==> src/rtl/ebn.sv <==
// ebn: parametrised N-entry elastic buffer with fill level, almost-full flag and synchronous flush.
// Optional zero-latency pass-through when empty is enabled by defining EBN_BYPASS_EN.

module ebn_entry #(
  parameter int WIDTH = 8
) (
  input  logic             clk,
  input  logic             we,
  input  logic [WIDTH-1:0] d,
  output logic [WIDTH-1:0] q
);
  // Storage is deliberately not reset; valid-ness lives in the count register.
  always_ff @(posedge clk)
    if (we) q <= d;
endmodule

module ebn #(
  parameter int WIDTH     = 8,
  parameter int DEPTH     = 4,
  parameter int AFULL_LVL = 3,
  localparam int AW       = $clog2(DEPTH)
) (
  input  logic             clk,
  input  logic             reset,
  input  logic             flush,
  input  logic [WIDTH-1:0] t0_data,
  input  logic             t0_valid,
  output logic             t0_ready,
  output logic [WIDTH-1:0] i0_data,
  output logic             i0_valid,
  input  logic             i0_ready,
  output logic [AW:0]      fill,
  output logic             t0_afull
);

  localparam logic [AW:0] DEPTH_C = (AW+1)'(DEPTH);
  localparam logic [AW:0] AFULL_C = (AW+1)'(AFULL_LVL);

  logic [AW-1:0]                 wr_ptr, rd_ptr;
  logic [AW:0]                   count, count_nxt;
  logic                          t0_ready_q;
  logic [DEPTH-1:0][WIDTH-1:0]   mem_q;
  logic [DEPTH-1:0]              ent_we;
  logic                          empty, push, pop, byp_act, byp_take;
  logic                          mem_push, mem_pop;

  assign empty = (count == '0);

`ifdef EBN_BYPASS_EN
  // Pass-through is gated by t0_ready so a beat is never offered downstream
  // unless upstream sees it accepted in the same cycle.
  assign byp_act = empty & ~flush & t0_ready_q;
`else
  assign byp_act = 1'b0;
`endif

  always_comb begin
    i0_valid = 1'b0;
    if (!flush) begin
      if (!empty)       i0_valid = 1'b1;
      else if (byp_act) i0_valid = t0_valid;
    end
  end

  assign i0_data = byp_act ? t0_data : mem_q[rd_ptr];

  assign push     = t0_valid & t0_ready_q & ~flush;
  assign pop      = i0_valid & i0_ready;
  // A beat that goes straight through is neither stored nor counted.
  assign byp_take = byp_act & push & pop;
  assign mem_push = push & ~byp_take;
  assign mem_pop  = pop  & ~byp_take;

  always_comb begin
    count_nxt = count;
    if (flush)
      count_nxt = '0;
    else begin
      case ({mem_push, mem_pop})
        2'b10:   count_nxt = count + (AW+1)'(1);
        2'b01:   count_nxt = count - (AW+1)'(1);
        default: count_nxt = count;
      endcase
    end
  end

  always_ff @(posedge clk or posedge reset) begin
    if (reset) begin
      count      <= '0;
      wr_ptr     <= '0;
      rd_ptr     <= '0;
      t0_ready_q <= 1'b0;
    end else begin
      count      <= count_nxt;
      // Registered ready: a same-cycle pop at full cannot reopen the input.
      t0_ready_q <= (count_nxt < DEPTH_C) & ~flush;
      if (flush) begin
        wr_ptr <= '0;
        rd_ptr <= '0;
      end else begin
        if (mem_push) wr_ptr <= wr_ptr + AW'(1);
        if (mem_pop)  rd_ptr <= rd_ptr + AW'(1);
      end
    end
  end

  for (genvar g = 0; g < DEPTH; g++) begin : g_ent
    assign ent_we[g] = mem_push & (wr_ptr == AW'(g));
    ebn_entry #(.WIDTH(WIDTH)) u_ent (
      .clk (clk),
      .we  (ent_we[g]),
      .d   (t0_data),
      .q   (mem_q[g])
    );
  end

  assign t0_ready = t0_ready_q;
  assign fill     = count;
  assign t0_afull = (count >= AFULL_C);

endmodule
==> config.mk <==
export PLATFORM = sky130hd
export DESIGN_NAME = ebn
export DESIGN_NICKNAME = d
export VERILOG_FILES = /design/src/rtl/ebn.sv
export SDC_FILE = /design/constraint.sdc
export NUM_CORES = 1
export LEC_CHECK = 0
export ABC_AREA = 0
export BUFFER_PORTS_ARGS = -buffer_cell sky130_fd_sc_hd__buf_2
export CORE_AREA = 2 2 62 64
export CTS_CLUSTER_SIZE = 16
export DETAILED_ROUTE_END_ITERATION = 6
export DIE_AREA = 0 0 64 66
export PLACE_DENSITY = 0.69
export SYNTH_ARGS = -nofsm -noshare
export SYNTH_HDL_FRONTEND = slang
export SYNTH_SLANG_ARGS = --single-unit
==> constraint.sdc <==
create_clock -name clk -period 2.4 [get_ports clk]
set_input_delay 0.36 -clock clk [delete_from_list [all_inputs] [get_ports clk]]
set_output_delay 0.36 -clock clk [all_outputs]
set_load 0.005 [all_outputs]
==> metrics.md, run 1 <==
| Metric | Value |
|---|---|
| Setup crit start | `fill[2]` |
| Area of the die | `4220 µm²` |
| LEAKAGE | `0.744 nW` |
| Vias/cell | `5.04` |
| Layout cell share with drive strength beyond 1 | `36.4%` |
| Multi-input logic area | `489 µm²` |
| Final Critical Period | `2220 ps` |
| Critical path class | `flip-flop to flip-flop` |
| Cells after Synth | `97` |
| Synth Register Bits | `40` |
| ANT cells | `0` |
| Clock skew | `10.9 ps` |
| Hold/Removal Path Class | `input port to flip-flop` |
| EDFF count, synth | `32` |
| Req. time, crit path | `2680 ps` |
| R2r endpoint | `fill[1]` |
| CTS tree | `built` |
| Reg2reg start | `fill[2]` |
| Fin util | `55.5%` |
| Grt total ovfl | `0` |
| FF/Latch Area | `1160 µm²` |
| Drt pass-1 iters | `4` |
| Vias | `907` |
| Synth top area cells | `edfxtp_1, dfrtp_1, mux4_2, ha_1, nor2_1` |
| Setup TNS Final | `0 ps` |
| Status | `completed` |
| Max incr delay on CP | `490 ps` |
| Post-synth top cells | `edfxtp_1, dfrtp_1, mux4_2, nor2_1, ha_1` |
| Synthesized Nets | `117` |
| Slowest CP cell | `fa_1` |
| Nets | `151` |
| First-pass GRT wire length | `4370 µm` |
| Reg2reg path depth | `6` |
| I/O pin cnt | `27` |
| Die width | `64 µm` |
| CP cell instances | `o31ai_2, nor2_1, ha_1, fa_1, or3b_1, a21oi_1` |
| Row cnt | `22` |
| Max Root-Sink Buffers | `2` |
| Reg2reg setup slack | `180 ps` |
| Yosys top cell by area | `edfxtp_1` |
| VDD IR max | `0.295 mV` |
| Critical Path AT | `2490 ps` |
| Die height | `66 µm` |
| Clk sinks | `40` |
| Seq/Total Area, Yosys | `68.7%` |
| Final cycle utilization of the critical path | `92.5%` |
| Clock slew at reported path FFs | `120 ps` |
| Ys flop type | `edfxtp_1` |
| Vias in the first global route | `951` |
| MaxCap Viol Count | `0` |
| Total CTS buffers | `5` |
| Largest net degree at the start of global routing | `14` |
| Remaining antenna violation count | `0` |
| Root buffer cell | `clkbuf_4` |
| Final hold violation count | `0` |
| GPL Wtd Cong | `0.671` |
| Detailed-route wire length | `2670 µm` |
| Critical Path Fanout Max | `7` |
| Pwr/cell area | `634 nW/µm²` |
| Area post-placement | `1880 µm²` |
| Yosys cell types | `24` |
| Critical Path Start Type | `flip-flop` |
| CTS H-Tree Depth | `2` |
| Setup crit end kind | `flip-flop` |
| Post-place setup slack | `198 ps` |
| Worst-Margin Slew | `455 ps` |
| Antenna violations before repair | `0` |
| Worst Setup EP | `fill[1]` |
| Hpwl dp | `1920 µm` |
| Starting Density | `47.6%` |
| Mapped Avg Cell Area | `17.4 µm²` |
| Core area | `3550 µm²` |
| Setup-failing EPs final | `0` |
| Drt drc | `0` |
| Wirelength per Cell | `14.9 µm` |
| All-layer global routing usage | `14.7%` |
| PortBufs | `26` |
| Worst-Skew Late Latency | `340 ps` |
| Synth warn | `0` |
| Initial drt markers | `26` |
| Area Overhead vs Synth | `16.7%` |
| Final Instance Area | `1970 µm²` |
| Worst slew margin relative to its limit | `69.7%` |
| Most instantiated library cell after synthesis | `edfxtp_1` |
| Worst hold slack | `227 ps` |
| Slew Viols, Final | `0` |
| Final worst-path setup slack | `181 ps` |
| Fillers | `283` |
| Top-area cell type share of the netlist area | `56.8%` |
| Netlist Area Pre-Place | `1690 µm²` |
| Unrepaired setup endpoints after global routing | `no` |
| Async S/R FF share, synth | `20.0%` |
| Max Freq | `0.451 GHz` |
==> cell type report <==
class,instances,area share [%]
multi-input combinational,49,24.8
clock inverter,3,2.16
tap,48,3.05
timing repair buffer,30,8.25
clock buffer,5,1.90
inverter,5,0.952
sequential,40,58.9
==> metal layers <==
layer	wire length [µm]	GRT usage (%)
met5	0	0
met4	45	6.52
met3	101	4.77
met2	1460	24.9
met1	1070	17.2
==> sequential cells by signal, summed over array words and instances, names as in the netlist <==
register / cells
g_ent.u_ent.q: 32
fill: 3
rd_ptr: 2
wr_ptr: 2
t0_ready: 1
==> placed cells by master, fill, tap and decap left out, types with 2 or more instances in the layout <==
| cell type | n |
|---|---|
| edfxtp_1 | 32 |
| clkbuf_4 | 5 |
| and2_1 | 4 |
| xor2_1 | 2 |
| buf_4 | 3 |
| ha_1 | 6 |
| buf_2 | 26 |
| inv_1 | 5 |
| xnor2_1 | 2 |
| mux2i_1 | 2 |
| a21oi_1 | 3 |
| dfrtp_1 | 8 |
| mux4_2 | 8 |
| nor2_1 | 8 |
| nand2_1 | 4 |
==> stage by stage <==
stage	total power, mW	std cells
finish	1.25	180
CTS	1.27	180
detailed placement	0.835	171
global route	1.31	180
global placement	0.832	171
floorplan	0.807	97
==> critical path, delay by kind of cell (launching register included) <==
family	cells	cell delay [ps]
flops	1	480
simple gates	2	450
compound gates	2	480
fa+ha+maj	2	750
==> report_power, final <==
part,internal [mW],switching [mW],leakage [nW]
clock,0.217,0.214,0.0412
sequential,0.760,0.00452,0.398
combinational,0.0251,0.0304,0.305
==> repair_timing <==
| item | in CTS | in global routing |
|---|---|---|
| hold endpoints to repair | 8 | 0 |
| setup buffers | 0 | 0 |
| hold buffers | 1 | 0 |
| gates resized for setup | 0 | 0 |
| endpoints found under the setup margin | 0 | 0 |
==> how the worst min path moves through the flow <==
stage,from,end,slack [ps],depth (start not counted)
6_report,t0_data[1],g_ent[1].u_ent.q[1],230,1
5_1_grt,t0_data[7],g_ent[1].u_ent.q[7],190,1
4_1_cts,t0_data[4],g_ent[3].u_ent.q[4],210,1
3_5_place_dp,reset,wr_ptr[0],330,2
3_3_place_gp,reset,wr_ptr[0],320,2
2_1_floorplan,reset,fill[0],180,1
==> kinds of logic (layout without fill, tap and decap cells) <==
family,count (synthesis),count (layout),synth area share (%)
compound gates,6,6,3.03
mux,10,10,11.8
buf+inv,8,43,2.37
fa+ha+maj,7,7,5.63
simple gates,22,22,6.37
flops,40,40,68.7
xor+xnor,4,4,2.07
No activity file was read; power rests on OpenSTA's default activity.
==> inputs of run 2 (changes only) <==
ABC_AREA = 1   (was 0)
PLACE_DENSITY = 0.71   (was 0.69)
==> run 2 against run 1 <==
- area after synthesis grew 3.0%
- critical endpoint is now i0_data[6]
- critical path type is now flip-flop to primary output
- register-to-register slack improved by 250 ps
- flip-flop and latch count unchanged
- routed wire length increased by 14%
- die area did not move
==> metrics.md, run 2 <==
| Metric | Value |
|---|---|
| Critical Path Fanout Max | `11 (+4)` |
| Most frequent cells in the layout | `edfxtp_1, buf_2, nor2_1` |
| Unrepaired setup endpoints after global routing | `no` |
| Hold endpoint | `g_ent[0].u_ent.q[3]` |
| Fin util | `57.3% (+1.8 points)` |
| Most instantiated library cell after synthesis | `edfxtp_1` |
| Final cycle utilization of the critical path | `85.4% (-7.1 points)` |
| Pwr/cell area | `636 nW/µm² (+0.26%)` |
| Die width | `64 µm (unchanged)` |
| Largest net degree at the start of global routing | `20 (+6)` |
| Largest family of logic cells by synthesized area | `simple AND/OR/NAND/NOR gates` |
| Starting Density | `49.0% (+1.4 points)` |
| GPL Wtd Cong | `0.834 (+24%)` |
| Synth warn | `0 (unchanged)` |
| Resize count post-CTS | `0 (unchanged)` |
| VDD IR max | `0.489 mV (+66%)` |
| Area post-placement | `1940 µm² (+3.1%)` |
| MaxCap Viol Count | `0 (unchanged)` |
| Yosys cell types | `18 (-25%)` |
| Netlist Area Pre-Place | `1740 µm² (+3.0%)` |
| Critical path class | `flip-flop to primary output` |
| Post-synth top cells | `edfxtp_1, nor2_1, o21ai_0` |
| Setup crit end kind | `primary output` |
| Seq/Total Area, Yosys | `66.7% (-2.0 points)` |
| Cells after Synth | `150 (+55%)` |
| Mapped Avg Cell Area | `11.6 µm² (-33%)` |
| Worst-Margin Slew | `429 ps (-25.7 ps)` |
| Critical Path AT | `1690 ps (-800 ps)` |
| Critical Path Start Type | `flip-flop` |
| Total CTS buffers | `5 (unchanged)` |
| Top-area cell type share of the netlist area | `55.2% (-1.6 points)` |
| Hpwl dp | `2080 µm (+8.4%)` |
| Detailed-route wire length | `3060 µm (+14%)` |
| Remaining antenna violation count | `0 (unchanged)` |
| Worst-Skew Late Latency | `350 ps (about the same)` |
| CTS tree | `built` |
| Synth Area in Compound Gates | `10.1% (+7.1 points)` |
| Row cnt | `22 (unchanged)` |
| Vias in the first global route | `1195 (+26%)` |
| Antenna violations before repair | `0 (unchanged)` |
| Area of the die | `4220 µm² (unchanged)` |
| Max FFs per register | `32 (unchanged)` |
| Synth Register Bits | `40 (unchanged)` |
| Synthesized Nets | `170 (+45%)` |
| All-layer global routing usage | `16.3% (+1.6 points)` |
| Drt pass-1 iters | `5 (+1)` |
| Core area | `3550 µm² (unchanged)` |
| Final hold violation count | `0 (unchanged)` |
| Setup TNS Final | `0 ps (unchanged)` |
| Clock slew at reported path FFs | `130 ps (about the same)` |
| Hold/Removal Path Class | `input port to flip-flop` |
| Slew Viols, Final | `0 (unchanged)` |
| ANT cells | `0 (unchanged)` |
| Postcts setup bufs | `0 (unchanged)` |
| Area Overhead vs Synth | `16.9%` |
| Async S/R FF share, synth | `20.0% (unchanged)` |
| CTS H-Tree Depth | `2 (unchanged)` |
| Root buffer cell | `clkbuf_4` |
| Setup-failing EPs final | `0 (unchanged)` |
| Worst Hold Launch | `t0_data[3]` |
| I/O pin cnt | `27 (unchanged)` |
| Xor and xnor fraction of the mapped netlist area | `0% (-2.1 points)` |
| Most flop-heavy register | `g_ent.u_ent.q` |
| EDFF count, synth | `32 (unchanged)` |
| Reg2reg setup slack | `430 ps (+250 ps)` |
| Nets | `205 (+36%)` |
| Req. time, crit path | `2040 ps (-640 ps)` |
| Ys flop type | `edfxtp_1` |
| Final Critical Period | `2050 ps (-170 ps)` |
| Wirelength per Cell | `13.1 µm (-12%)` |
| Die height | `66 µm (unchanged)` |
| First-pass GRT wire length | `4990 µm (+14%)` |
| Reg2reg start | `fill[0]` |
| Vias | `1203 (+33%)` |
| LEAKAGE | `0.853 nW (+15%)` |
| PortBufs | `26 (unchanged)` |
| Synth top area cells | `edfxtp_1, dfrtp_1, o21ai_0, nor2_1, ha_1` |
| Post-synthesis mux area share | `0% (-12 points)` |
| Yosys top cell by area | `edfxtp_1` |
| Status | `completed` |
| Vias/cell | `5.14 (+2.0%)` |
| Fraction of the mapped netlist area in simple logic gates | `11.4% (+5.0 points)` |
| Reg2reg path depth | `12 (+6)` |
| Clock skew | `7.82 ps (-3.06 ps)` |
| Clk sinks | `40 (unchanged)` |
| Grt total ovfl | `0 (unchanged)` |
| Drt drc | `0 (unchanged)` |
| Most common cell after layout, fill and taps aside | `edfxtp_1` |
| R2r endpoint | `t0_ready` |
| Hold path cells | `1 (unchanged)` |
| Final Instance Area | `2030 µm² (+3.2%)` |
| Adder-cell share of the synthesized area | `5.46% (-0.16 points)` |
| Worst slew margin relative to its limit | `71.4% (+1.7 points)` |
| Initial drt markers | `51 (+96%)` |
| Max Freq | `0.488 GHz (+8.3%)` |
| Layout cell share with drive strength beyond 1 | `23.1% (-13 points)` |
| Max Root-Sink Buffers | `2 (unchanged)` |
[run 2: cell count changes after synthesis, sizes merged, moves of 2 or more]
cell | previous run | this run
o22ai | 0 | 8
nand4 | 0 | 4
mux2i | 2 | 0
xor2 | 2 | 0
nor2 | 8 | 23
xnor2 | 2 | 0
nand2 | 4 | 12
mux4 | 8 | 0
inv | 5 | 22
nand3 | 1 | 4
o21ai | 0 | 22
and2 | 4 | 0
[run 2: worst max-delay path, stage by stage (launching register included)]
cell	delay, ps
dfrtp_1	550
inv_1	300
o21ai_0	150
o22ai_1	190
buf_2	150
[run 2: report_power, final]
| part | switching [mW] | total (mW) | internal, mW |
|---|---|---|---|
| registers | 0.00537 | 0.766 | 0.761 |
| clock network | 0.216 | 0.439 | 0.223 |
| logic | 0.0551 | 0.0885 | 0.0334 |
[run 2: worst max path at each step]
| stage | startpoint | endpoint | slack (ps) | cells after the start |
|---|---|---|---|---|
| after CTS | rd_ptr[1] | i0_data[6] | 400 | 4 |
| after global routing | fill[0] | t0_ready | 270 | 11 |
| after floorplan | fill[0] | t0_ready | 590 | 12 |
| final | rd_ptr[1] | i0_data[6] | 350 | 4 |
| after global placement | flush | t0_ready | 470 | 11 |
| after detailed placement | fill[0] | t0_ready | 430 | 12 |
[run 2: metrics by stage]
| step | hold WS, ps | power, mW | std cells | worst slack [ps] |
|---|---|---|---|---|
| after floorplan | 176 | 0.830 | 150 | 590 |
| final | 220 | 1.29 | 234 | 351 |
| after CTS | 206 | 1.30 | 234 | 397 |
| after global placement | 320 | 0.864 | 225 | 473 |
| after detailed placement | 325 | 0.870 | 225 | 430 |
| after global routing | 201 | 1.34 | 234 | 266 |
[run 2: layer usage]
layer	GRT usage, %	up-vias	wire, µm
met3	5.28	9	203
li1	-	588	-
met2	29.0	36	1560
met1	16.3	570	1240
met4	10.3	0	63
met5	0	-	0
[run 2: cell type report]
type	count	area [µm²]
multi-input cells	84	469
inverters	22	82.6
flip-flops and latches	40	1160
well taps	48	60.1
clock inverters	3	46.3
clock buffers	5	37.5
fillers	288	1520
repair buffers	32	178
[run 2: logic make-up after synthesis]
kind of cell / Yosys count
AO/OA/AOI/OAI: 33
adder cells (fa/ha/maj): 7
buffers and inverters: 26
flip-flops: 40
AND/OR/NAND/NOR: 44
[run 2: what timing repair did]
item | 4_1_cts | 5_1_grt
endpoints found under the setup margin | 0 | 0
hold buffers | 1 | 0
hold endpoints to repair | 8 | 0
